--- src/rtl/fetch_pkg.sv ---
// Shared types and constants for the instruction fetch unit and its buffers.
package fetch_pkg;

    localparam int XLEN       = 32;
    localparam int INST_BYTES = 4;
    localparam logic [XLEN-1:0] NOP_INST_DEF = 32'h0000_0013;

    // Counter width able to hold the full range 0..depth inclusive.
    function automatic int cnt_w(input int depth);
        return $clog2(depth) + 1;
    endfunction

    typedef struct packed {
        logic [XLEN-1:0] pc;
        logic [XLEN-1:0] inst;
    } fetch_entry_t;

endpackage

--- src/rtl/fetch_buf.sv ---
// Small synchronous FIFO of fetch entries with flush and a registered head entry.
module fetch_buf
    import fetch_pkg::*;
#(
    parameter int              DEPTH      = 2,
    parameter logic [XLEN-1:0] EMPTY_INST = NOP_INST_DEF
) (
    input  logic                      clk,
    input  logic                      rst_n,
    input  logic                      i_push,
    input  fetch_entry_t              i_push_data,
    input  logic                      i_pop,
    input  logic                      i_flush,
    output logic [cnt_w(DEPTH)-1:0]   o_count,
    output fetch_entry_t              o_head
);

    localparam int PW = $clog2(DEPTH);
    localparam int CW = cnt_w(DEPTH);

    fetch_entry_t   r_mem [DEPTH];
    fetch_entry_t   r_head;
    logic [PW-1:0]  r_rd_ptr;
    logic [PW-1:0]  r_wr_ptr;
    logic [CW-1:0]  r_count;

    logic           w_push;
    logic           w_pop;
    logic [PW-1:0]  w_rd_ptr_next;
    logic [CW-1:0]  w_count_next;
    logic [CW-1:0]  w_count_after_pop;

    assign w_pop             = i_pop && (r_count != '0) && !i_flush;
    assign w_push            = i_push && !i_flush && ((r_count != CW'(DEPTH)) || w_pop);
    assign w_rd_ptr_next     = r_rd_ptr + PW'(w_pop);
    assign w_count_after_pop = r_count - CW'(w_pop);
    assign w_count_next      = w_count_after_pop + CW'(w_push);

    always_ff @(posedge clk) begin
        if (w_push) begin
            r_mem[r_wr_ptr] <= i_push_data;
        end
    end

    // The head register already shows the entry that will be at the front next
    // cycle, bypassing the array when that entry is being written right now.
    always_ff @(posedge clk or negedge rst_n) begin
        if (!rst_n) begin
            r_rd_ptr    <= '0;
            r_wr_ptr    <= '0;
            r_count     <= '0;
            r_head.pc   <= '0;
            r_head.inst <= EMPTY_INST;
        end else if (i_flush) begin
            r_rd_ptr    <= '0;
            r_wr_ptr    <= '0;
            r_count     <= '0;
            r_head.inst <= EMPTY_INST;
        end else begin
            r_rd_ptr <= w_rd_ptr_next;
            r_wr_ptr <= r_wr_ptr + PW'(w_push);
            r_count  <= w_count_next;
            if (w_count_next == '0) begin
                r_head.inst <= EMPTY_INST;
            end else if (w_count_after_pop == '0) begin
                r_head <= i_push_data;
            end else begin
                r_head <= r_mem[w_rd_ptr_next];
            end
        end
    end

    assign o_count = r_count;
    assign o_head  = r_head;

endmodule

--- src/rtl/fetch_unit.sv ---
// PC generation, instruction-memory request issue, in-flight tracking and
// buffering of fetched instructions toward decode, with redirect flush.
module fetch_unit
    import fetch_pkg::*;
#(
    parameter logic [XLEN-1:0] RESET_PC        = 32'h0000_0000,
    parameter int              MAX_OUTSTANDING = 2,
    parameter logic [XLEN-1:0] NOP_INST        = NOP_INST_DEF
) (
    input  logic            clk,
    input  logic            rst_n,
    output logic            imem_req_valid,
    input  logic            imem_req_ready,
    output logic [XLEN-1:0] imem_req_addr,
    input  logic            imem_rsp_valid,
    input  logic [XLEN-1:0] imem_rsp_data,
    input  logic            decode_stall,
    input  logic            redirect_valid,
    input  logic [XLEN-1:0] redirect_pc,
    output logic [XLEN-1:0] curr_pc,
    output logic [XLEN-1:0] fetch_inst,
    output logic            fetch_valid
);

    localparam int CW = cnt_w(MAX_OUTSTANDING);
    localparam int OW = CW + 1;

    logic [XLEN-1:0] r_pc_next;
    logic [CW-1:0]   r_inflight;
    logic [CW-1:0]   r_drop;

    logic [CW-1:0]   w_pcq_count;
    logic [CW-1:0]   w_ibuf_count;
    fetch_entry_t    w_pcq_head;
    fetch_entry_t    w_ibuf_head;
    fetch_entry_t    w_pcq_push_data;
    fetch_entry_t    w_ibuf_push_data;
    logic [OW-1:0]   w_occ;
    logic            w_hs;
    logic            w_keep_rsp;
    logic            w_consume;
    logic [CW-1:0]   w_inflight_next;
    logic            w_unused;

    // Occupancy counts stale in-flight requests too, so their slots stay
    // reserved until the dropped responses actually come back.
    assign w_occ           = {1'b0, r_inflight} + {1'b0, w_ibuf_count};
    assign imem_req_valid  = rst_n && !redirect_valid && (w_occ < OW'(MAX_OUTSTANDING));
    assign imem_req_addr   = r_pc_next;
    assign w_hs            = imem_req_valid && imem_req_ready;
    assign w_keep_rsp      = imem_rsp_valid && !redirect_valid && (r_drop == '0)
                             && (w_pcq_count != '0);
    assign w_consume       = fetch_valid && !decode_stall && !redirect_valid;
    assign w_inflight_next = r_inflight + CW'(w_hs) - CW'(imem_rsp_valid);

    assign w_pcq_push_data.pc    = r_pc_next;
    assign w_pcq_push_data.inst  = '0;
    assign w_ibuf_push_data.pc   = w_pcq_head.pc;
    assign w_ibuf_push_data.inst = imem_rsp_data;

    fetch_buf #(
        .DEPTH      (MAX_OUTSTANDING),
        .EMPTY_INST (NOP_INST)
    ) u_pc_queue (
        .clk         (clk),
        .rst_n       (rst_n),
        .i_push      (w_hs),
        .i_push_data (w_pcq_push_data),
        .i_pop       (w_keep_rsp),
        .i_flush     (redirect_valid),
        .o_count     (w_pcq_count),
        .o_head      (w_pcq_head)
    );

    fetch_buf #(
        .DEPTH      (MAX_OUTSTANDING),
        .EMPTY_INST (NOP_INST)
    ) u_inst_buf (
        .clk         (clk),
        .rst_n       (rst_n),
        .i_push      (w_keep_rsp),
        .i_push_data (w_ibuf_push_data),
        .i_pop       (w_consume),
        .i_flush     (redirect_valid),
        .o_count     (w_ibuf_count),
        .o_head      (w_ibuf_head)
    );

    // On redirect every request still outstanding after this cycle is stale.
    always_ff @(posedge clk or negedge rst_n) begin
        if (!rst_n) begin
            r_pc_next  <= RESET_PC;
            r_inflight <= '0;
            r_drop     <= '0;
        end else begin
            r_inflight <= w_inflight_next;
            if (redirect_valid) begin
                r_pc_next <= {redirect_pc[XLEN-1:2], 2'b00};
                r_drop    <= w_inflight_next;
            end else begin
                if (w_hs) begin
                    r_pc_next <= r_pc_next + XLEN'(INST_BYTES);
                end
                if (imem_rsp_valid && (r_drop != '0)) begin
                    r_drop <= r_drop - CW'(1);
                end
            end
        end
    end

    assign curr_pc     = w_ibuf_head.pc;
    assign fetch_inst  = w_ibuf_head.inst;
    assign fetch_valid = (w_ibuf_count != '0);

    assign w_unused = ^{w_pcq_head.inst, redirect_pc[1:0]};

endmodule
--- config.mk ---
export PLATFORM = sky130hd
export DESIGN_NAME = fetch_unit
export DESIGN_NICKNAME = d
export VERILOG_FILES = /design/src/rtl/fetch_pkg.sv /design/src/rtl/fetch_buf.sv /design/src/rtl/fetch_unit.sv
export SDC_FILE = /design/constraint.sdc
export NUM_CORES = 1
export LEC_CHECK = 0
export ABC_AREA = 1
export CAP_MARGIN = 20
export CORE_AREA = 2 2 212 214
export DETAILED_ROUTE_END_ITERATION = 8
export DIE_AREA = 0 0 214 216
export DONT_BUFFER_PORTS = 1
export PLACE_DENSITY = 0.54
export SLEW_MARGIN = 20
export SYNTH_ARGS = -nofsm -noshare
export SYNTH_HDL_FRONTEND = slang
export SYNTH_SLANG_ARGS = --single-unit
--- constraint.sdc ---
create_clock -name clk -period 4.9 [get_ports clk]
set_input_delay 0.49 -clock clk [delete_from_list [all_inputs] [get_ports clk]]
set_output_delay 0.49 -clock clk [all_outputs]
set_load 0.05 [all_outputs]
==> results.cfg, run 1 <==
[worst_setup_path]
critPathMostFrequentCell = nand2_1
crit_buf_inv = 5
reg2reg_depth = 16
start_kind = flop
timing_worst_setup_path_type = flop to flop
worst-path-stages = 16
path_delay_family = simple AND/OR/NAND/NOR gates
arrival_ns = 3.78
end_kind = flop
worstPathCellList = inv_1 -> nand2_2 -> nand2_4 -> inv_4 -> ha_1 -> inv_1 -> ha_1 -> nand3_1 -> nand2_1 -> nand2_1 -> buf_4 -> nand2_2 -> buf_4 -> nor2_1 -> nand2_1 -> nand2_1
max_stage_delay_ns = 0.47
cpMaxStageDelayCell = nand2_2
crit_fanout = 30
critPathRequiredTime_ns = 5.38

[timing]
post-route-period-util_pct = 67.4
finClkSkew_ns = 0.0251
hold_violations = 0
setup_violations = 0
worst_pin_slew_ns = 0.954
maxClockFrequency_ghz = 0.303
slew_viol_final = 0
slew_headroom_pct = 36.4
fin_tns_setup_ns = 0
rsz0062_at_grt = no
min_period_ns = 3.30

[power_and_ir_drop]
comb_power_share_pct = 12.1
total_leakage_power_nw = 6.65
intPower_w = 0.00525
vdd_drop_max_v = 0.000228
p_sw_w = 0.00274
p_per_area_mw_per_mm2 = 498
p_sw_share_pct = 34.3
p_seq_share_pct = 53.6
clockPowerShare_pct = 34.3

[cells_and_area]
area_delta_synth_final_pct = 12.3
utilization_pct = 36.6
finalNetCount = 1562
drive_gt1_share_pct = 6.70
diodes = 0

[logic_synthesis]
synth_edf_count = 184
yosys_warnings = 0
synth_most_common_cell = nand2_1
synth_top_cell_by_area = edfxtp_1
synth_area_mm2 = 0.0143
synth-main-ff-cell = edfxtp_1
ys_seq_area_share_pct = 62.1
yosys-top-cells-area = edfxtp_1 (39%), dfrtp_1 (23%), nand2_1 (9.4%), nand3_1 (6.3%), nor2_1 (6.2%)
synth_cells = 1498
synthTopCellsByCount = nand2_1 (358), nor2_1 (237), edfxtp_1 (184)
avgSynthCellArea_um2 = 9.54
ys_ff_latch = 318
yosysUniqueCellTypes = 35
synth_top_cell_area_share_pct = 38.7
synth-async-reset-ratio_pct = 42.1

[floorplan]
die_w_um = 214
row_count = 77
core_mm2 = 0.0438
die_h_um = 216
io_pins = 168
initial_core_util_pct = 32.6
dieArea_mm2 = 0.0462

[clocking]
clk_pin_slew_ns = 0.06
ctsHtreeMaxLevel = 2
clk-insertion-delay-late_ns = 0.54
cts_tree = built
clockBufferDepth = 3
cts_root_buffer = clkbuf_16
clock_sinks = 318
numCtsBuffers = 38

[worst_hold_path]
hp-class = input port to flop
hold_depth = 1

[outcome]
outcome = finished, final reports clean

[detailed_routing]
antenna_left = 0
vias_per_cell = 4.83
first_pass_iters = 5
wl_mm = 38.4
wl_per_cell_um = 18.3
drc_errors = 0
drtIter0Drc = 617
vias = 10100

[grt]
antenna_found_initial = 0
grt_pass1_wl_mm = 59.4
overflow = 0
grt_start_max_net_pins = 135
grt_usage_pct = 16.5
grt_pass1_vias = 9850

[placed_design]
hpwlAfterDp_mm = 23.6
gp_congestion = 0.878
port_buffers = 0

[job]
maxCapViolations = 0
==> path summary, 6_finish.rpt <==
kind / startpoint / to / slack, ns
worst max register to register: u_inst_buf.o_count[1]$_DFF_PN0_ / u_inst_buf.o_head[50]$_DFFE_PN0P_ / 1.60
worst min-delay path: redirect_valid / u_inst_buf.o_count[1]$_DFF_PN0_ / 0.04
min in group asynchronous: rst_n / u_inst_buf.o_head[24]$_DFF_PN0_ / 0.65
worst max-delay path: u_inst_buf.o_count[1]$_DFF_PN0_ / u_inst_buf.o_head[50]$_DFFE_PN0P_ / 1.60
worst min register to register: u_inst_buf.r_mem[1][4]$_DFFE_PP_ / u_inst_buf.o_head[4]$_DFF_PN1_ / 0.50
max in group asynchronous: rst_n / imem_req_addr[3]$_DFFE_PN0N_ / 3.57
==> metrics by stage <==
stage / setup slack, ns / cell area (um^2) / hold WS [ns] / cells / total power [W]
after floorplan: 1.83 / 14300 / 0.194 / 1501 / 0.00488
after global placement: 1.59 / 14800 / 0.205 / 2027 / 0.00526
after detailed placement: 1.56 / 14800 / 0.204 / 2028 / 0.00529
after CTS: 1.54 / 16000 / 0.000535 / 2099 / 0.00810
after global routing: 1.31 / 16100 / 0.00782 / 2099 / 0.00841
final: 1.60 / 16100 / 0.0364 / 2099 / 0.00800
==> repair_timing <==
item | 4_1_cts | 5_1_grt
hold buffers | 3 | 0
setup buffers | 0 | 0
hold endpoints to repair | 138 | 0
resized for setup | 0 | 0
==> per-layer routing <==
layer,up-vias,share of wire [%],global-route usage (%)
met5,-,0,0
met2,260,46,26.3
li1,4921,-,-
met3,49,6.6,4.28
met4,0,2.0,4.83
met1,4914,45,22.2
==> flip-flops by register name, indices dropped and copies added, names as in the netlist <==
| name | count |
|---|---|
| u_inst_buf.r_wr_ptr | 1 |
| u_pc_queue.r_mem | 60 |
| u_pc_queue.r_wr_ptr | 1 |
| r_drop | 2 |
| r_inflight | 2 |
| u_pc_queue.o_head | 30 |
| u_pc_queue.r_rd_ptr | 1 |
| u_inst_buf.o_count | 2 |
| u_inst_buf.r_mem | 124 |
| u_inst_buf.o_head | 62 |
| imem_req_addr | 30 |
| u_pc_queue.o_count | 2 |
| u_inst_buf.r_rd_ptr | 1 |
==> cell families after synthesis <==
group / Yosys count / share of synthesized area, %
other: 1 / 0.0262
DFF: 318 / 62.1
buffers and inverters: 198 / 6.12
adders and majority gates: 13 / 1.19
AOI/OAI and AO/OA: 138 / 5.60
and+or+nand+nor: 820 / 24.3
xor gates and xnor gates: 10 / 0.613
==> power groups by stage <==
stage,combinational (W),sequential [W],clock [W]
final,0.000969,0.00428,0.00274
after detailed placement,0.000938,0.00435,0
after floorplan,0.000764,0.00412,0
after CTS,0.000979,0.00430,0.00283
after global routing,0.00112,0.00435,0.00293
after global placement,0.000924,0.00433,0
==> area by class of cell <==
type,count,area (um^2)
fillers,4407,27800
clock inverters,14,136
clock buffers,54,1080
well taps,592,741
repair buffers,23,218
inverters,113,427
flip-flops and latches,318,8880
multi-input cells,985,4570
==> worst register-to-register path, cell delays in order, from the launching register on <==
cell and delay (ns):
dfrtp_1 0.44, inv_1 0.09, nand2_2 0.21, nand2_4 0.18
inv_4 0.05, ha_1 0.30, inv_1 0.05, ha_1 0.20
nand3_1 0.08, nand2_1 0.07, nand2_1 0.06, buf_4 0.35
nand2_2 0.49, buf_4 0.40, nor2_1 0.12, nand2_1 0.12
nand2_1 0.08
==> placed cells by master (no fill, tap or decap), drive strengths merged, types with 2 or more instances in the layout <==
cell type    Yosys  layout
nand3          181     181
nand2          364     364
a31oi            2       2
dfstp            3       3
conb             1       4
nor2           240     240
o21ai           26      26
xnor2            3       3
dfrtp          131     131
bufinv           0       2
xor2             7       7
o211ai          37      37
edfxtp         184     184
clkbuf          23      54
buf             62      21
inv            113     114
nand4            3       3
clkinv           0      10
dlygate4sd3      0       2
ha              12      12
nand3b          30      30
a21oi           68      68
o221ai           3       3
Power figures use the tool's default switching activity.
==> run 2, diff against run 1 <==
- PLACE_DENSITY: 0.54 -> 0.56
- clock period: 4.9 -> 2.9 ns (I/O delays scaled with it)
==> results.cfg, run 2 (synthesized netlist as in run 1, its figures left out) <==
[timing]
maxClockFrequency_ghz = 0.382
post-route-period-util_pct = 90.3
slew_headroom_pct = 48.9
slew_viol_final = 0
fin_tns_setup_ns = 0
min_period_ns = 2.62
setup_violations = 0
hold_violations = 134
rsz0062_at_grt = no
worst_pin_slew_ns = 0.767
finClkSkew_ns = 0.0167
finalHoldWorstSlack_ns = -0.551

[outcome]
failed_checks = negative hold slack
outcome = finished with violations

[floorplan]
io_pins = 168
row_count = 77
initial_core_util_pct = 32.6
core_mm2 = 0.0438
die_w_um = 214
dieArea_mm2 = 0.0462
die_h_um = 216

[grt]
antenna_found_initial = 0
grt_usage_pct = 16.8
grt_pass1_wl_mm = 60.9
grt_pass1_vias = 10400
overflow = 0
grt_start_max_net_pins = 137

[cells_and_area]
multi_input_area_mm2 = 0.00457
final_cell_mix = nand2_1 (356), nor2_1 (237), edfxtp_1 (184), nand3_1 (180), dfrtp_1 (131)
final_common_cell = nand2_1
drive_gt1_share_pct = 7.93
utilization_pct = 38.8
finalNonFillerCells = 2194
finalNetCount = 1656
diodes = 0
area_delta_synth_final_pct = 18.9
largest_register_ffs = 124
fillers = 4325
register_area_mm2 = 0.00888
regMostFlops = u_inst_buf.r_mem

[detailed_routing]
first_pass_iters = 4
drc_errors = 0
antenna_left = 0
vias = 10500
wl_per_cell_um = 17.6
wl_mm = 38.7
drtIter0Drc = 718
vias_per_cell = 4.80

[worst_setup_path]
reg2reg_depth = 12
critPathMostFrequentCell = a21oi_1
arrival_ns = 3.07
start_kind = flop
r2r_slack_ns = 0.28
cpMaxStageDelayCell = fa_1
r2r-start = r_inflight[0]$_DFF_PN0_
critPathRequiredTime_ns = 3.35
r2r-end = u_pc_queue.o_head[56]$_DFFE_PN0P_
critical_path.startpoint = r_inflight[0]$_DFF_PN0_
crit_fanout = 31
end_kind = flop
max_stage_delay_ns = 0.43
cp-endpoint = u_pc_queue.o_head[56]$_DFFE_PN0P_
timing_worst_setup_path_type = flop to flop
worstPathCellList = nand2_1 -> inv_1 -> fa_1 -> nor2_1 -> nand4_1 -> a31oi_2 -> ha_1 -> nand3_1 -> nand3_2 -> buf_4 -> a21oi_1 -> a21oi_1

[worst_hold_path]
hp-class = input port to async pin

[clocking]
cts_root_buffer = clkbuf_16
numCtsBuffers = 38
clk_pin_slew_ns = 0.06
ctsHtreeMaxLevel = 2
clk-insertion-delay-late_ns = 0.54
cts_tree = built
cts_hold_buf = 64
clock_sinks = 318
clockBufferDepth = 3

[placed_design]
port_buffers = 0
gp_congestion = 0.860
hpwlAfterDp_mm = 23.8
dp.cells = 2061

[power_and_ir_drop]
total_leakage_power_nw = 7.07
vdd_drop_max_v = 0.000440
p_per_area_mw_per_mm2 = 806

[job]
maxCapViolations = 0
-- run 2: worst min path at each step --
| stage | slack, ns | startpoint | endpoint | cells after the start |
|---|---|---|---|---|
| after floorplan | -0.006 | rst_n | imem_req_addr[10]$_DFFE_PN0N_ | 0 |
| after global placement | -0.0004 | rst_n | u_inst_buf.o_head[13]$_DFF_PN0_ | 0 |
| after detailed placement | -0.00007 | rst_n | u_inst_buf.o_head[13]$_DFF_PN0_ | 0 |
| after CTS | -0.59 | rst_n | u_inst_buf.o_head[29]$_DFF_PN0_ | 0 |
| after global routing | -0.59 | rst_n | u_inst_buf.o_head[13]$_DFF_PN0_ | 0 |
| final | -0.55 | rst_n | u_inst_buf.o_head[29]$_DFF_PN0_ | 0 |
-- run 2: cell type report --
type	count	share of cell area [%]
Clock buffer	56	6.29
Clock inverter	13	0.846
Inverter	113	2.51
Multi-Input combinational cell	985	26.9
Sequential cell	318	52.2
Tap cell	592	4.36
Timing Repair Buffer	117	6.90
-- run 2: worst max-delay path: cells and delay by family (launching register included) --
kind / cells / cell delay (ns)
adder cells (fa/ha/maj): 2 / 0.64
AO/OA/AOI/OAI: 3 / 0.56
AND/OR/NAND/NOR: 5 / 0.55
flip-flops: 1 / 0.39
buffers and inverters: 2 / 0.39
-- run 2: timing repair --
item | CTS | global route
resized for setup | 0 | 1
buffers inserted | 0 | 0
setup endpoints to repair | 0 | 25
hold endpoints to repair | 268 | 134
-- run 2: through the flow --
step                setup slack, ns  area (um^2)  hold WS [ns]  total power (W)
finish                        0.282        17000        -0.551           0.0137
CTS                           0.236        17000        -0.591           0.0139
global route                 0.0153        17000        -0.587           0.0144
floorplan                    -0.133        14300      -0.00559          0.00825
detailed placement            0.249        15100    -0.0000715          0.00905
global placement              0.327        15100     -0.000440          0.00899
-- run 2: power by group --
part           internal (W)  leakage [nW]  switching (W)
registers           0.00552          3.32        0.00140
clock network       0.00282         0.584        0.00184
logic              0.000740          3.16        0.00138
-- run 2: metal layers --
metal / vias to the layer above / GRT usage, % / part of all wire (%)
met2: 274 / 26.9 / 46
met3: 57 / 4.52 / 6.8
li1: 5119 / - / -
met4: 0 / 4.94 / 2.3
met1: 5074 / 22.3 / 45
met5: - / 0 / 0
